$ cat config.mk
export PLATFORM = sky130hd
export DESIGN_NAME = masked_sbox_sched_flat
export DESIGN_NICKNAME = d
export VERILOG_FILES = /design/src/rtl/masked_sbox_sched_if.sv /design/src/rtl/masked_sbox_sched.sv /design/src/flat_wrapper.sv
export SDC_FILE = /design/constraint.sdc
export NUM_CORES = 1
export LEC_CHECK = 0
export CORE_MARGIN = 2
export CORE_UTILIZATION = 40
export DETAILED_ROUTE_END_ITERATION = 10
export HOLD_SLACK_MARGIN = 0.03
export MAX_ROUTING_LAYER = met4
export PLACE_DENSITY = 0.74
export SLEW_MARGIN = 5
export SYNTH_ARGS = -nofsm -noshare
export SYNTH_HDL_FRONTEND = slang
export SYNTH_SLANG_ARGS = --single-unit
$ cat constraint.sdc
create_clock -name clk -period 1.2 [get_ports clk]
set_clock_uncertainty 0.05 [all_clocks]
set_input_delay 0.18 -clock clk [delete_from_list [all_inputs] [get_ports clk]]
set_output_delay 0.18 -clock clk [all_outputs]
set_load 0.1 [all_outputs]
$ cat src/rtl/masked_sbox_sched_if.sv
// Handshake bundle between the masked S-box scheduler and its surroundings:
// input shares, PRNG words, per-stage enables, output and drain control.
interface masked_sbox_sched_if #(
  parameter int STAGES = 3,
  parameter int RND_W  = 8
);
  logic              in_valid;
  logic              in_ready;
  logic              rnd_valid;
  logic [RND_W-1:0]  rnd_data;
  logic              rnd_ready;
  logic [STAGES-1:0] stage_en;
  logic [RND_W-1:0]  rnd_mul;
  logic              out_valid;
  logic              out_ready;
  logic              flush;
  logic              flush_done;
  logic              busy;

  modport master (
    output in_valid, rnd_valid, rnd_data, out_ready, flush,
    input  in_ready, rnd_ready, stage_en, rnd_mul, out_valid, flush_done, busy
  );

  modport slave (
    input  in_valid, rnd_valid, rnd_data, out_ready, flush,
    output in_ready, rnd_ready, stage_en, rnd_mul, out_valid, flush_done, busy
  );
endinterface

$ cat src/rtl/masked_sbox_sched.sv
// Sequencer for the 2-share masked S-box pipeline: accept/PRNG pairing, randomness
// alignment to the multiplier stage, bubble-gated enables and drain. MASKED_SBOX_SCHED_STATS_EN adds starve_cnt.
module masked_sbox_sched #(
  parameter int STAGES    = 3,
  parameter int MUL_STAGE = 1,
  parameter int RND_W     = 8
) (
  input  logic                clk,
  input  logic                rst,
  masked_sbox_sched_if.slave  sbox
`ifdef MASKED_SBOX_SCHED_STATS_EN
  ,
  output logic [15:0]         starve_cnt
`endif
);

  typedef enum logic [1:0] {IDLE, RUN, DRAIN} state_t;

  state_t            state;
  state_t            state_nxt;
  logic [STAGES-1:0] vld_p;
  logic [STAGES-1:0] vld_nxt;
  logic [STAGES-1:0] en;
  logic [RND_W-1:0]  rnd_p [0:MUL_STAGE];
  logic              adv;
  logic              open;
  logic              acc;
  logic              done;
  logic              live;

  // Whole-pipe advance: only a held result at the tail can stall it.
  always_comb begin
    adv  = !(vld_p[STAGES-1] && !sbox.out_ready);
    open = adv && sbox.rnd_valid && (state != DRAIN) && !sbox.flush;
    acc  = open && sbox.in_valid;
  end

  always_comb begin
    en    = '0;
    en[0] = acc;
    for (int i = 1; i < STAGES; i++) begin
      en[i] = adv && vld_p[i-1];
    end
  end

  always_comb begin
    vld_nxt = vld_p;
    if (adv) begin
      vld_nxt = {vld_p[STAGES-2:0], acc};
    end
  end

  // stage p0..pN-1: token-valid shift register
  always_ff @(posedge clk or posedge rst) begin
    if (rst) begin
      vld_p <= '0;
    end else begin
      vld_p <= vld_nxt;
    end
  end

  // stage p0..p(MUL_STAGE): randomness follows its token up to the multiplier
  always_ff @(posedge clk or posedge rst) begin
    if (rst) begin
      for (int i = 0; i <= MUL_STAGE; i++) begin
        rnd_p[i] <= '0;
      end
    end else begin
      if (acc) begin
        rnd_p[0] <= sbox.rnd_data;
      end
      for (int i = 1; i <= MUL_STAGE; i++) begin
        if (en[i]) begin
          rnd_p[i] <= rnd_p[i-1];
        end
      end
    end
  end

  always_ff @(posedge clk or posedge rst) begin
    if (rst) begin
      state <= IDLE;
    end else begin
      state <= state_nxt;
    end
  end

  always_comb begin
    state_nxt = state;
    done      = 1'b0;
    case (state)
      IDLE: begin
        if (sbox.flush) begin
          state_nxt = DRAIN;
        end else if (acc) begin
          state_nxt = RUN;
        end
      end
      RUN: begin
        if (sbox.flush) begin
          state_nxt = DRAIN;
        end else if (vld_nxt == '0) begin
          state_nxt = IDLE;
        end
      end
      DRAIN: begin
        if (vld_p == '0) begin
          state_nxt = IDLE;
          done      = 1'b1;
        end
      end
      default: state_nxt = IDLE;
    endcase
  end

  // Handshake outputs are forced low while reset is held, independent of the clock.
  assign live            = ~rst;
  assign sbox.in_ready   = open & live;
  assign sbox.rnd_ready  = acc & live;
  assign sbox.stage_en   = en & {STAGES{live}};
  assign sbox.rnd_mul    = rnd_p[MUL_STAGE];
  assign sbox.out_valid  = vld_p[STAGES-1];
  assign sbox.flush_done = done & live;
  assign sbox.busy       = |vld_p;

`ifdef MASKED_SBOX_SCHED_STATS_EN
  logic starve;

  assign starve = sbox.in_valid && adv && !sbox.rnd_valid && (state != DRAIN) && !sbox.flush;

  always_ff @(posedge clk or posedge rst) begin
    if (rst) begin
      starve_cnt <= '0;
    end else if (starve && (starve_cnt != 16'hFFFF)) begin
      starve_cnt <= starve_cnt + 16'd1;
    end
  end
`endif

endmodule

$ cat src/flat_wrapper.sv
// flat-port wrapper written by rule: the top's interface ports become plain ports
module masked_sbox_sched_flat 
#(
  parameter int STAGES    = 3,
  parameter int MUL_STAGE = 1,
  parameter int RND_W     = 8
)
  (clk, rst, sbox_in_valid, sbox_rnd_valid, sbox_rnd_data, sbox_out_ready, sbox_flush, sbox_in_ready, sbox_rnd_ready, sbox_stage_en, sbox_rnd_mul, sbox_out_valid, sbox_flush_done, sbox_busy);
  masked_sbox_sched_if #(.STAGES(STAGES), .RND_W(RND_W)) sbox_i ();
  input  logic clk;
  input  logic rst;
  input wire logic [$bits(sbox_i.in_valid)-1:0] sbox_in_valid;
  input wire logic [$bits(sbox_i.rnd_valid)-1:0] sbox_rnd_valid;
  input wire logic [$bits(sbox_i.rnd_data)-1:0] sbox_rnd_data;
  input wire logic [$bits(sbox_i.out_ready)-1:0] sbox_out_ready;
  input wire logic [$bits(sbox_i.flush)-1:0] sbox_flush;
  output wire logic [$bits(sbox_i.in_ready)-1:0] sbox_in_ready;
  output wire logic [$bits(sbox_i.rnd_ready)-1:0] sbox_rnd_ready;
  output wire logic [$bits(sbox_i.stage_en)-1:0] sbox_stage_en;
  output wire logic [$bits(sbox_i.rnd_mul)-1:0] sbox_rnd_mul;
  output wire logic [$bits(sbox_i.out_valid)-1:0] sbox_out_valid;
  output wire logic [$bits(sbox_i.flush_done)-1:0] sbox_flush_done;
  output wire logic [$bits(sbox_i.busy)-1:0] sbox_busy;
  assign sbox_i.in_valid = sbox_in_valid;
  assign sbox_i.rnd_valid = sbox_rnd_valid;
  assign sbox_i.rnd_data = sbox_rnd_data;
  assign sbox_i.out_ready = sbox_out_ready;
  assign sbox_i.flush = sbox_flush;
  assign sbox_in_ready = sbox_i.in_ready;
  assign sbox_rnd_ready = sbox_i.rnd_ready;
  assign sbox_stage_en = sbox_i.stage_en;
  assign sbox_rnd_mul = sbox_i.rnd_mul;
  assign sbox_out_valid = sbox_i.out_valid;
  assign sbox_flush_done = sbox_i.flush_done;
  assign sbox_busy = sbox_i.busy;
  masked_sbox_sched #(.STAGES(STAGES), .MUL_STAGE(MUL_STAGE), .RND_W(RND_W)) u_core (.clk(clk), .rst(rst), .sbox(sbox_i));
endmodule
==> summary.txt, run 1 <==
Pwr
  – Clock share of power: 8.2%
  – Leakage: roughly 0.73 nW
  – Sequential share of power: roughly 30%
  – Net Switching: between 0.0015 and 0.002 W
  – Net Sw Frac: between 40% and 50%
  – Max IR drop VDD: 1.72 mV
  – Combinational power share: between 60 and 70%
  – Power density over cell area: roughly 2400 nW/µm²
  – Cell-internal power: just over 0.002 W
  – Tot Pwr: 0.00393 W

Routing
  – Final WL: ~1900 µm
  – Vias/cell: between 4 and 5
  – Final ANT Viol Nets: 0
  – Per-cell routed wire length: roughly 14 µm
  – DR vias: just under 700
  – Drt pass-1 iters: 4
  – DRC: 0
  – DR iter-0 viols: 2

Synth
  – Prevailing post-synth register cell: dfrtp_1
  – Most area-consuming cells after synthesis: dfrtp_1, mux2_2, buf_4, nand4_4, nand2b_2
  – Synthesized flop and latch total: 21
  – Syn nets: 84
  – Synth top area share: a little under three fifths
  – Asr flop ratio synth: 100%
  – Post-Syn Area per Cell: ~13 µm²
  – Most numerous cell in the Yosys netlist: dfrtp_1
  – Top cells by count, synth: dfrtp_1, mux2_2, buf_4, nand2_1, inv_1
  – Synth cell types: 19
  – Leading area contributor after synthesis: dfrtp_1
  – Synth Warn #: 0
  – Synthesized cell area: 937 µm²
  – Post-synth EDFFs: 0
  – Sequential element share of the synthesized area: roughly 56%
  – Cells after synthesis: 70

Setup path
  – Reg2Reg Depth: 5
  – FF-to-FF End: u_core.rnd_p[11]$_DFFE_PP0P_
  – Worst EP required: around 0.97 ns
  – Critical Path End: sbox_flush_done
  – CP arrival: ~1.6 ns
  – Kind of critical path: reg -> out
  – CP startpoint kind: flop
  – Crit. End Element: primary output
  – Maximum fanout along the worst path: 3
  – R2r setup slk: -0.36 ns
  – Crit path launch: u_core.vld_p[2]$_DFF_PP0_
  – Reg-to-Reg Start: u_core.vld_p[2]$_DFF_PP0_

STA
  – Setup TNS: -9.09 ns
  – Final Hold Viols: 0
  – Tmin final: between 1.5 and 2 ns
  – Hold_ws: 0.343 ns
  – Max-slew headroom: a little over four fifths
  – Worst slew pin tran: approximately 0.23 ns
  – Final setup viols: 28
  – Highest clock rate: between 0.5 and 0.6 GHz
  – Final worst path period share: 148%
  – RSZ-0062 raised after global routing: yes
  – Max-slew violations: 0
  – Worst Slack Setup Final: -0.580 ns

Global routing
  – Largest net degree at the start of global routing: 16
  – Initial antenna violation count: 0
  – GRT overflow: 0
  – Vias in the first global route: around 700
  – First-pass GRT wire length: 3080 µm
  – GR Util All Layers: 16.2%

Cells and area
  – Post-route cell area: about 1600 µm²
  – Net count, final: approximately 130
  – Syn-to-layout area delta: 74.4%
  – Diodes inserted: 0
  – Layout cells sized above 1: 64.3%

Placed design
  – Port bufs: 29
  – Hpwl dp: ~1400 µm
  – Placement Cell Area: ~1500 µm²
  – GPL Wtd Cong: a little over 0.7

Clocking
  – Worst-Skew Late Latency: about 0.29 ns
  – # clock sinks: 21
  – Clk slew on worst S/H paths: roughly 0.11 ns
  – Clock root buffer: clkbuf_4
  – CTS max path bufs: 2
  – H-tree levels: 1
  – TritonCTS clock tree: built
  – Inserted Clock Buffers: 3

Floorplanning
  – Die Width: 52.4 µm
  – Core area: between 2000 and 2500 µm²
  – Starting Density: a little over two fifths
  – Io pins: 30
  – Die area: ~2700 µm²
  – Die Y: 52.4 µm
  – Cell Rows: 17

Min path
  – Hold Path Class: in -> async

Run status
  – Status: complete, but fails checks
  – Failing checks: setup timing

Flow run
  – Max-cap violation count: 0
## logic make-up after synthesis
group | share of synthesized area (%)
AOI/OAI and AO/OA | 2.27
buffers and inverters | 8.41
DFF | 56.1
muxes | 19.2
and+or+nand+nor | 14.0
## cells in the final DEF, fill, tap and decap left out, types with 2 or more instances in the layout
cell / n
nor3_4: 2
dfrtp_1: 20
mux2_2: 16
clkdlybuf4s50_1: 13
clkbuf_4: 3
buf_4: 11
buf_6: 6
buf_12: 16
nand2_2: 2
and3_4: 3
inv_1: 2
nand2_1: 2
## area by class of cell
cell class                      instances  area, µm²
Tap cell                               28       35.0
Clock buffer                            3       22.5
Fill cell                             155        578
Sequential cell                        21        529
Timing Repair Buffer                   46        601
Multi-Input combinational cell         38        427
Inverter                                3       15.0
Clock inverter                          1       5.00
## metrics by stage
step	instances	util [%]	worst slack (ns)
after floorplan	70	-	-1.30
after global placement	130	67.6	-0.414
after detailed placement	130	67.6	-0.431
after CTS	137	71.8	-0.578
after global routing	140	73.9	-0.670
final	140	73.9	-0.580
## layer usage
metal | vias to the layer above | global-route usage (%) | share of wire, %
met5 | - | - | 0
met4 | 0 | 5.13 | 0.93
met3 | 4 | 3.14 | 3.7
met2 | 20 | 28.3 | 55
met1 | 328 | 18.7 | 40
li1 | 322 | - | -
## registers in the layout, indices dropped and copies added, names as in the netlist
register             count
u_core.rnd_p             8
u_core.sbox.rnd_mul      8
u_core.vld_p             3
u_core.state             2
## worst min path at each step
stage                                       startpoint                                 end  slack, ns  cells past startpoint
final                                              rst         u_core.rnd_p[8]$_DFFE_PP0P_       0.34                      3
after global routing                               rst  u_core.sbox.rnd_mul[0]$_DFFE_PP0P_       0.36                      3
after CTS                                          rst  u_core.sbox.rnd_mul[0]$_DFFE_PP0P_       0.32                      3
after detailed placement  u_core.rnd_p[15]$_DFFE_PP0P_        u_core.rnd_p[15]$_DFFE_PP0P_       0.44                      1
after global placement    u_core.rnd_p[12]$_DFFE_PP0P_        u_core.rnd_p[12]$_DFFE_PP0P_       0.43                      1
after floorplan                                    rst        u_core.rnd_p[10]$_DFFE_PP0P_       0.12                      1
## repair_timing
item | CTS | global route
hold buffers | 0 | 0
buffers inserted | 3 | 3
cloned | 0 | 1
endpoints found under the setup margin | 25 | 27
pin swaps | 3 | 4
gates resized for setup | 8 | 6
## power by group through the flow
| stage | Clock [W] | Sequential [W] | Combinational, W |
|---|---|---|---|
| after floorplan | 0 | 0.00111 | 0.00170 |
| after global placement | 0 | 0.00118 | 0.00235 |
| after detailed placement | 0 | 0.00119 | 0.00238 |
| after CTS | 0.000332 | 0.00117 | 0.00243 |
| after global routing | 0.000367 | 0.00121 | 0.00251 |
| final | 0.000321 | 0.00117 | 0.00244 |
## worst max-delay path, cell delays in order (launching register included)
cell and delay (ns):
dfrtp_4 0.51, nor3_4 0.19, clkinvlp_4 0.18, nor3_4 0.19
buf_12 0.20
(Power assumes the default switching activity.)
==> run 2, diff against run 1 <==
- CELL_PAD_IN_SITES_DETAIL_PLACEMENT: unset -> 1
- CELL_PAD_IN_SITES_GLOBAL_PLACEMENT: unset -> 1
- CORE_UTILIZATION: 40 -> 31
- GPL_ROUTABILITY_DRIVEN: unset -> 0
- PLACE_DENSITY: 0.74 -> unset
- PLACE_DENSITY_LB_ADDON: unset -> 0.1
==> summary.txt, run 2 (synthesized netlist as in run 1, its figures left out) <==
Run status
  – Status: complete, but fails checks
  – Failing checks: DRC, setup timing

Setup path
  – Reg-to-Reg Start: u_core.vld_p[2]$_DFF_PP0_
  – Cells along the critical path: and2b_1 > nor2_2 > and4_4 > buf_12
  – Worst EP required: just under 1 ns
  – Reg2Reg Depth: 5
  – CP startpoint kind: flop
  – Worst Path Buf+Inv: 1
  – Cell family with most CP delay: simple AND/OR/NAND/NOR gates
  – Crit path max-delay cell type: dfrtp_4
  – Maximum fanout along the worst path: 3
  – Kind of critical path: reg -> out
  – CP arrival: ~1.6 ns
  – Crit. End Element: primary output
  – FF-to-FF End: u_core.rnd_p[10]$_DFFE_PP0P_
  – Critical path's largest stage delay: between 0.5 and 0.6 ns
  – R2r setup slk: -0.33 ns

Floorplanning
  – Cell Rows: 19
  – Die area: 3480 µm²
  – Die Width: around 59 µm
  – Starting Density: 33.4%
  – Die Y: about 59 µm
  – Io pins: 30
  – Core area: roughly 2800 µm²

Routing
  – Final ANT Viol Nets: 0
  – Vias/cell: 4.63
  – Final WL: about 2100 µm
  – Per-cell routed wire length: 14.4 µm
  – DRC: 2
  – DR iter-0 viols: 5
  – DR vias: 666
  – Drt pass-1 iters: 6

Global routing
  – GRT overflow: 0
  – Largest net degree at the start of global routing: 22
  – First-pass GRT wire length: between 3000 and 4000 µm
  – Vias in the first global route: 773
  – GR Util All Layers: 14.0%
  – Initial antenna violation count: 0

STA
  – Worst slew pin tran: roughly 0.25 ns
  – Final worst path period share: 150%
  – Highest clock rate: between 0.5 and 0.6 GHz
  – Final Hold Viols: 0
  – Final setup viols: 28
  – Max-slew violations: 0
  – Tmin final: 1.80 ns
  – Hold_ws: 0.320 ns
  – RSZ-0062 raised after global routing: yes
  – Max-slew headroom: about 83%
  – Worst Slack Setup Final: -0.599 ns

Pwr
  – Net Sw Frac: 47.5%
  – Net Switching: between 0.0015 and 0.002 W
  – Cell-internal power: between 0.002 and 0.0025 W
  – Max IR drop VDD: 1.30 mV
  – Clock share of power: between 8 and 9%
  – Combinational power share: around 62%
  – Power density over cell area: about 2400 nW/µm²
  – Leakage: roughly 0.72 nW
  – Sequential share of power: just under 30%

Placed design
  – Hpwl dp: about 1500 µm
  – Port bufs: 29

Cells and area
  – Most common cell after layout, fill and taps aside: dfrtp_1
  – # fillers: around 270
  – Most frequent cells in the layout: dfrtp_1, buf_4, mux2_2, buf_12, clkdlybuf4s50_1
  – Diodes inserted: 0
  – Layout cells sized above 1: a little over three fifths
  – Syn-to-layout area delta: 72.1%
  – Core Util, Final: a little under three fifths
  – Net count, final: around 130

Clocking
  – TritonCTS clock tree: built
  – # clock sinks: 21
  – Worst-Skew Late Latency: between 0.2 and 0.3 ns
  – Inserted Clock Buffers: 3
  – Clk slew on worst S/H paths: about 0.12 ns
  – CTS max path bufs: 2
  – H-tree levels: 1
  – Clock root buffer: clkbuf_4

Min path
  – Hold Path Class: in -> async

Flow run
  – Max-cap violation count: 0
-- run 2: layout make-up --
cell class	instances	area [µm²]	area share, %
Multi-Input combinational cell	37	402	24.9
Inverter	3	15.0	0.931
Clock buffer	3	22.5	1.40
Clock inverter	1	5.00	0.310
Sequential cell	21	529	32.8
Timing Repair Buffer	48	601	37.2
Tap cell	31	38.8	2.40
-- run 2: worst reg2reg max path: cells and delay by family (launching register included) --
kind,cells,cell delay (ns)
buffers and inverters,2,0.28
flip-flops,1,0.51
multiplexers,1,0.34
AND/OR/NAND/NOR,2,0.26
-- run 2: per-stage QoR --
step                      instance area [µm²]  instances  worst slack, ns  power, W  TNS (ns)
after global routing                     1610        144           -0.686   0.00413    -10.53
after CTS                                1590        142           -0.608   0.00393     -9.03
after global placement                   1500        133           -0.421   0.00352     -8.52
after detailed placement                 1500        133           -0.482   0.00356     -8.89
final                                    1610        144           -0.599   0.00394     -8.65
after floorplan                          1000         70            -1.30   0.00281     -8.04
-- run 2: worst max-delay path by stage --
stage / startpoint / end / slack (ns) / cells after the start
floorplan: u_core.vld_p[2]$_DFF_PP0_ / sbox_flush_done / -1.30 / 3
global placement: sbox_out_ready / sbox_stage_en[0] / -0.42 / 5
detailed placement: sbox_out_ready / sbox_rnd_ready / -0.48 / 5
global route: u_core.vld_p[2]$_DFF_PP0_ / sbox_flush_done / -0.69 / 4
finish: u_core.vld_p[2]$_DFF_PP0_ / sbox_rnd_ready / -0.60 / 4
CTS: u_core.vld_p[2]$_DFF_PP0_ / sbox_rnd_ready / -0.61 / 4
-- run 2: power by group through the flow --
stage,Combinational [W],Sequential [W],Clock [W]
floorplan,0.00170,0.00111,0
global placement,0.00235,0.00117,0
detailed placement,0.00237,0.00119,0
CTS,0.00242,0.00117,0.000343
global route,0.00252,0.00121,0.000394
finish,0.00244,0.00117,0.000330
-- run 2: repair_timing --
item | 4_1_cts | 5_1_grt
gates cloned | 0 | 0
endpoints found under the setup margin | 25 | 28
hold buffers | 0 | 0
pin swaps | 2 | 4
gates resized for setup | 5 | 2
buffers inserted | 5 | 2
-- run 2: metal layers --
metal	global-route usage, %	vias up	share of wire, %
met2	23.2	15	54
met5	-	-	0
met4	5.84	0	0.87
met1	16.7	330	41
li1	-	319	-
met3	2.62	2	3.8
==> run 3, diff against run 2 <==
- ABC_CLOCK_PERIOD_IN_PS: unset -> 2280
- CELL_PAD_IN_SITES_DETAIL_PLACEMENT: 1 -> 0
- CELL_PAD_IN_SITES_GLOBAL_PLACEMENT: 1 -> 2
- clock period: 1.2 -> 2.28 ns (I/O delays scaled with it)
==> summary.txt, run 3 (synthesized netlist as in run 1, its figures left out) <==
Run status
  – Status: complete, but fails checks
  – Failing checks: DRC

Pwr
  – Combinational power share: 57.1%
  – Sequential share of power: 33.3%
  – Net Sw Frac: roughly half
  – Tot Pwr: between 0.0015 and 0.002 W
  – Cell-internal power: about 0.00083 W
  – Net Switching: around 0.0009 W
  – Clock share of power: about a tenth
  – Leakage: 0.597 nW
  – Power density over cell area: approximately 1300 nW/µm²
  – Max IR drop VDD: between 0.8 and 0.9 mV

STA
  – Highest clock rate: about 0.50 GHz
  – Final setup viols: 0
  – RSZ-0062 raised after global routing: no
  – Max-slew headroom: approximately 82%
  – Final worst path period share: 87.8%
  – Final Hold Viols: 0
  – Worst slew pin tran: ~0.28 ns
  – Tmin final: 2.00 ns
  – Max-slew violations: 0
  – Worst Slack Setup Final: around 0.28 ns

Cells and area
  – Net count, final: 111
  – Syn-to-layout area delta: 39.4%
  – Layout cells sized above 1: roughly half
  – Most common cell after layout, fill and taps aside: dfrtp_1
  – Most frequent cells in the layout: dfrtp_1, mux2_2, clkdlybuf4s50_1, buf_4, buf_12
  – # fillers: roughly 280
  – Post-route cell area: approximately 1300 µm²
  – Diodes inserted: 0

Setup path
  – Cells along the critical path: and2b_1 > nor2_1 > and4_4 > buf_12
  – Maximum fanout along the worst path: 4
  – CP arrival: 1.61 ns
  – Crit path launch: u_core.vld_p[2]$_DFF_PP0_
  – Reg-to-Reg Start: u_core.vld_p[2]$_DFF_PP0_
  – Crit. End Element: primary output
  – Worst EP required: around 1.9 ns
  – Crit path max-delay cell type: dfrtp_4
  – Critical path's largest stage delay: between 0.5 and 0.6 ns
  – Kind of critical path: reg -> out
  – Cell family with most CP delay: simple AND/OR/NAND/NOR gates
  – Worst Path Buf+Inv: 1
  – CP startpoint kind: flop

Floorplanning
  – Die area: roughly 3500 µm²
  – Die Y: 59.0 µm
  – Io pins: 30
  – Cell Rows: 19
  – Starting Density: about a third
  – Die Width: 59.0 µm
  – Core area: between 2000 and 3000 µm²

Routing
  – Final ANT Viol Nets: 0
  – DR iter-0 viols: 9
  – DR vias: approximately 600
  – DRC: 4
  – Drt pass-1 iters: 7
  – Vias/cell: between 4 and 5
  – Per-cell routed wire length: between 10 and 15 µm
  – Final WL: about 1600 µm

Global routing
  – Initial antenna violation count: 0
  – Largest net degree at the start of global routing: 16
  – GRT overflow: 0
  – First-pass GRT wire length: between 2000 and 3000 µm
  – GR Util All Layers: a little over a tenth
  – Vias in the first global route: around 630

Clocking
  – Clock root buffer: clkbuf_4
  – Clk slew on worst S/H paths: ~0.11 ns
  – CTS max path bufs: 2
  – Inserted Clock Buffers: 3
  – Cts-stage hold buffer count: 0
  – H-tree levels: 1
  – Worst-Skew Late Latency: between 0.2 and 0.3 ns
  – Number of gates resized after cts: 0
  – TritonCTS clock tree: built
  – # clock sinks: 21
  – Setup Fix Bufs, Post-CTS: 0

Placed design
  – Placement Cell Area: between 1000 and 1500 µm²
  – Hpwl dp: between 1000 and 1500 µm
  – Dpl ws: around 0.27 ns
  – Port bufs: 29

Flow run
  – Max-cap violation count: 0

Min path
  – Hold Path Class: in -> async
==> run 3: cell types whose count changed in the layout (fill, tap and decap cells not counted), sizes merged <==
cell | before | now
buf | 35 | 18
clkbuf | 3 | 4
clkinv | 1 | 0
==> run 3: power by group through the flow <==
stage          clock, W  combinational, W  sequential (W)
6_report       0.000167          0.000992        0.000578
5_1_grt        0.000194           0.00103        0.000598
4_1_cts        0.000181           0.00100        0.000582
3_5_place_dp          0           0.00100        0.000591
3_3_place_gp          0          0.000996        0.000581
2_1_floorplan         0          0.000889        0.000585
==> run 3: path summary, 6_finish.rpt <==
kind	to	slack (ns)	cells after the start
setup / recovery	sbox_rnd_ready	0.28	4
hold / removal	u_core.sbox.rnd_mul[2]$_DFFE_PP0P_	0.44	3
setup reg to reg	u_core.rnd_p[8]$_DFFE_PP0P_	0.88	3
hold reg to reg	u_core.state[0]$_DFFE_PP0P_	0.44	1
max in group asynchronous	u_core.vld_p[2]$_DFF_PP0_	1.51	3
min in group clk	u_core.state[0]$_DFFE_PP0P_	0.44	1
==> run 3: area by class of cell <==
class / count / area (µm²) / share of cell area, %
Sequential cell: 21 / 529 / 40.5
Multi-Input combinational cell: 37 / 357 / 27.3
Timing Repair Buffer: 31 / 340 / 26.1
Inverter: 3 / 15.0 / 1.15
Clock buffer: 4 / 26.3 / 2.01
Tap cell: 31 / 38.8 / 2.97
==> run 3: metrics by stage <==
stage / setup TNS, ns / instances / hold WS (ns) / util, %
6_report: 0 / 127 / 0.437 / 46.6
5_1_grt: 0 / 127 / 0.462 / 46.6
4_1_cts: 0 / 127 / 0.430 / 46.6
3_5_place_dp: 0 / 123 / 0.430 / 45.6
3_3_place_gp: 0 / 123 / 0.415 / 45.6
2_1_floorplan: -0.378 / 70 / 0.279 / -
==> run 3: worst register-to-register path: cells and delay by family, from the launching register on <==
family	cells	cell delay [ns]
mux	1	0.33
simple gates	2	0.38
flops	1	0.52
==> run 3: layer usage <==
metal / part of all wire, % / GRT usage, % / vias up / routed length, µm
met5: 0 / - / - / 0
met4: 0.83 / 2.92 / 0 / 13
met3: 6.9 / 3.28 / 2 / 108
met2: 54 / 17.8 / 17 / 854
met1: 38 / 12.5 / 295 / 595
li1: - / - / 285 / -
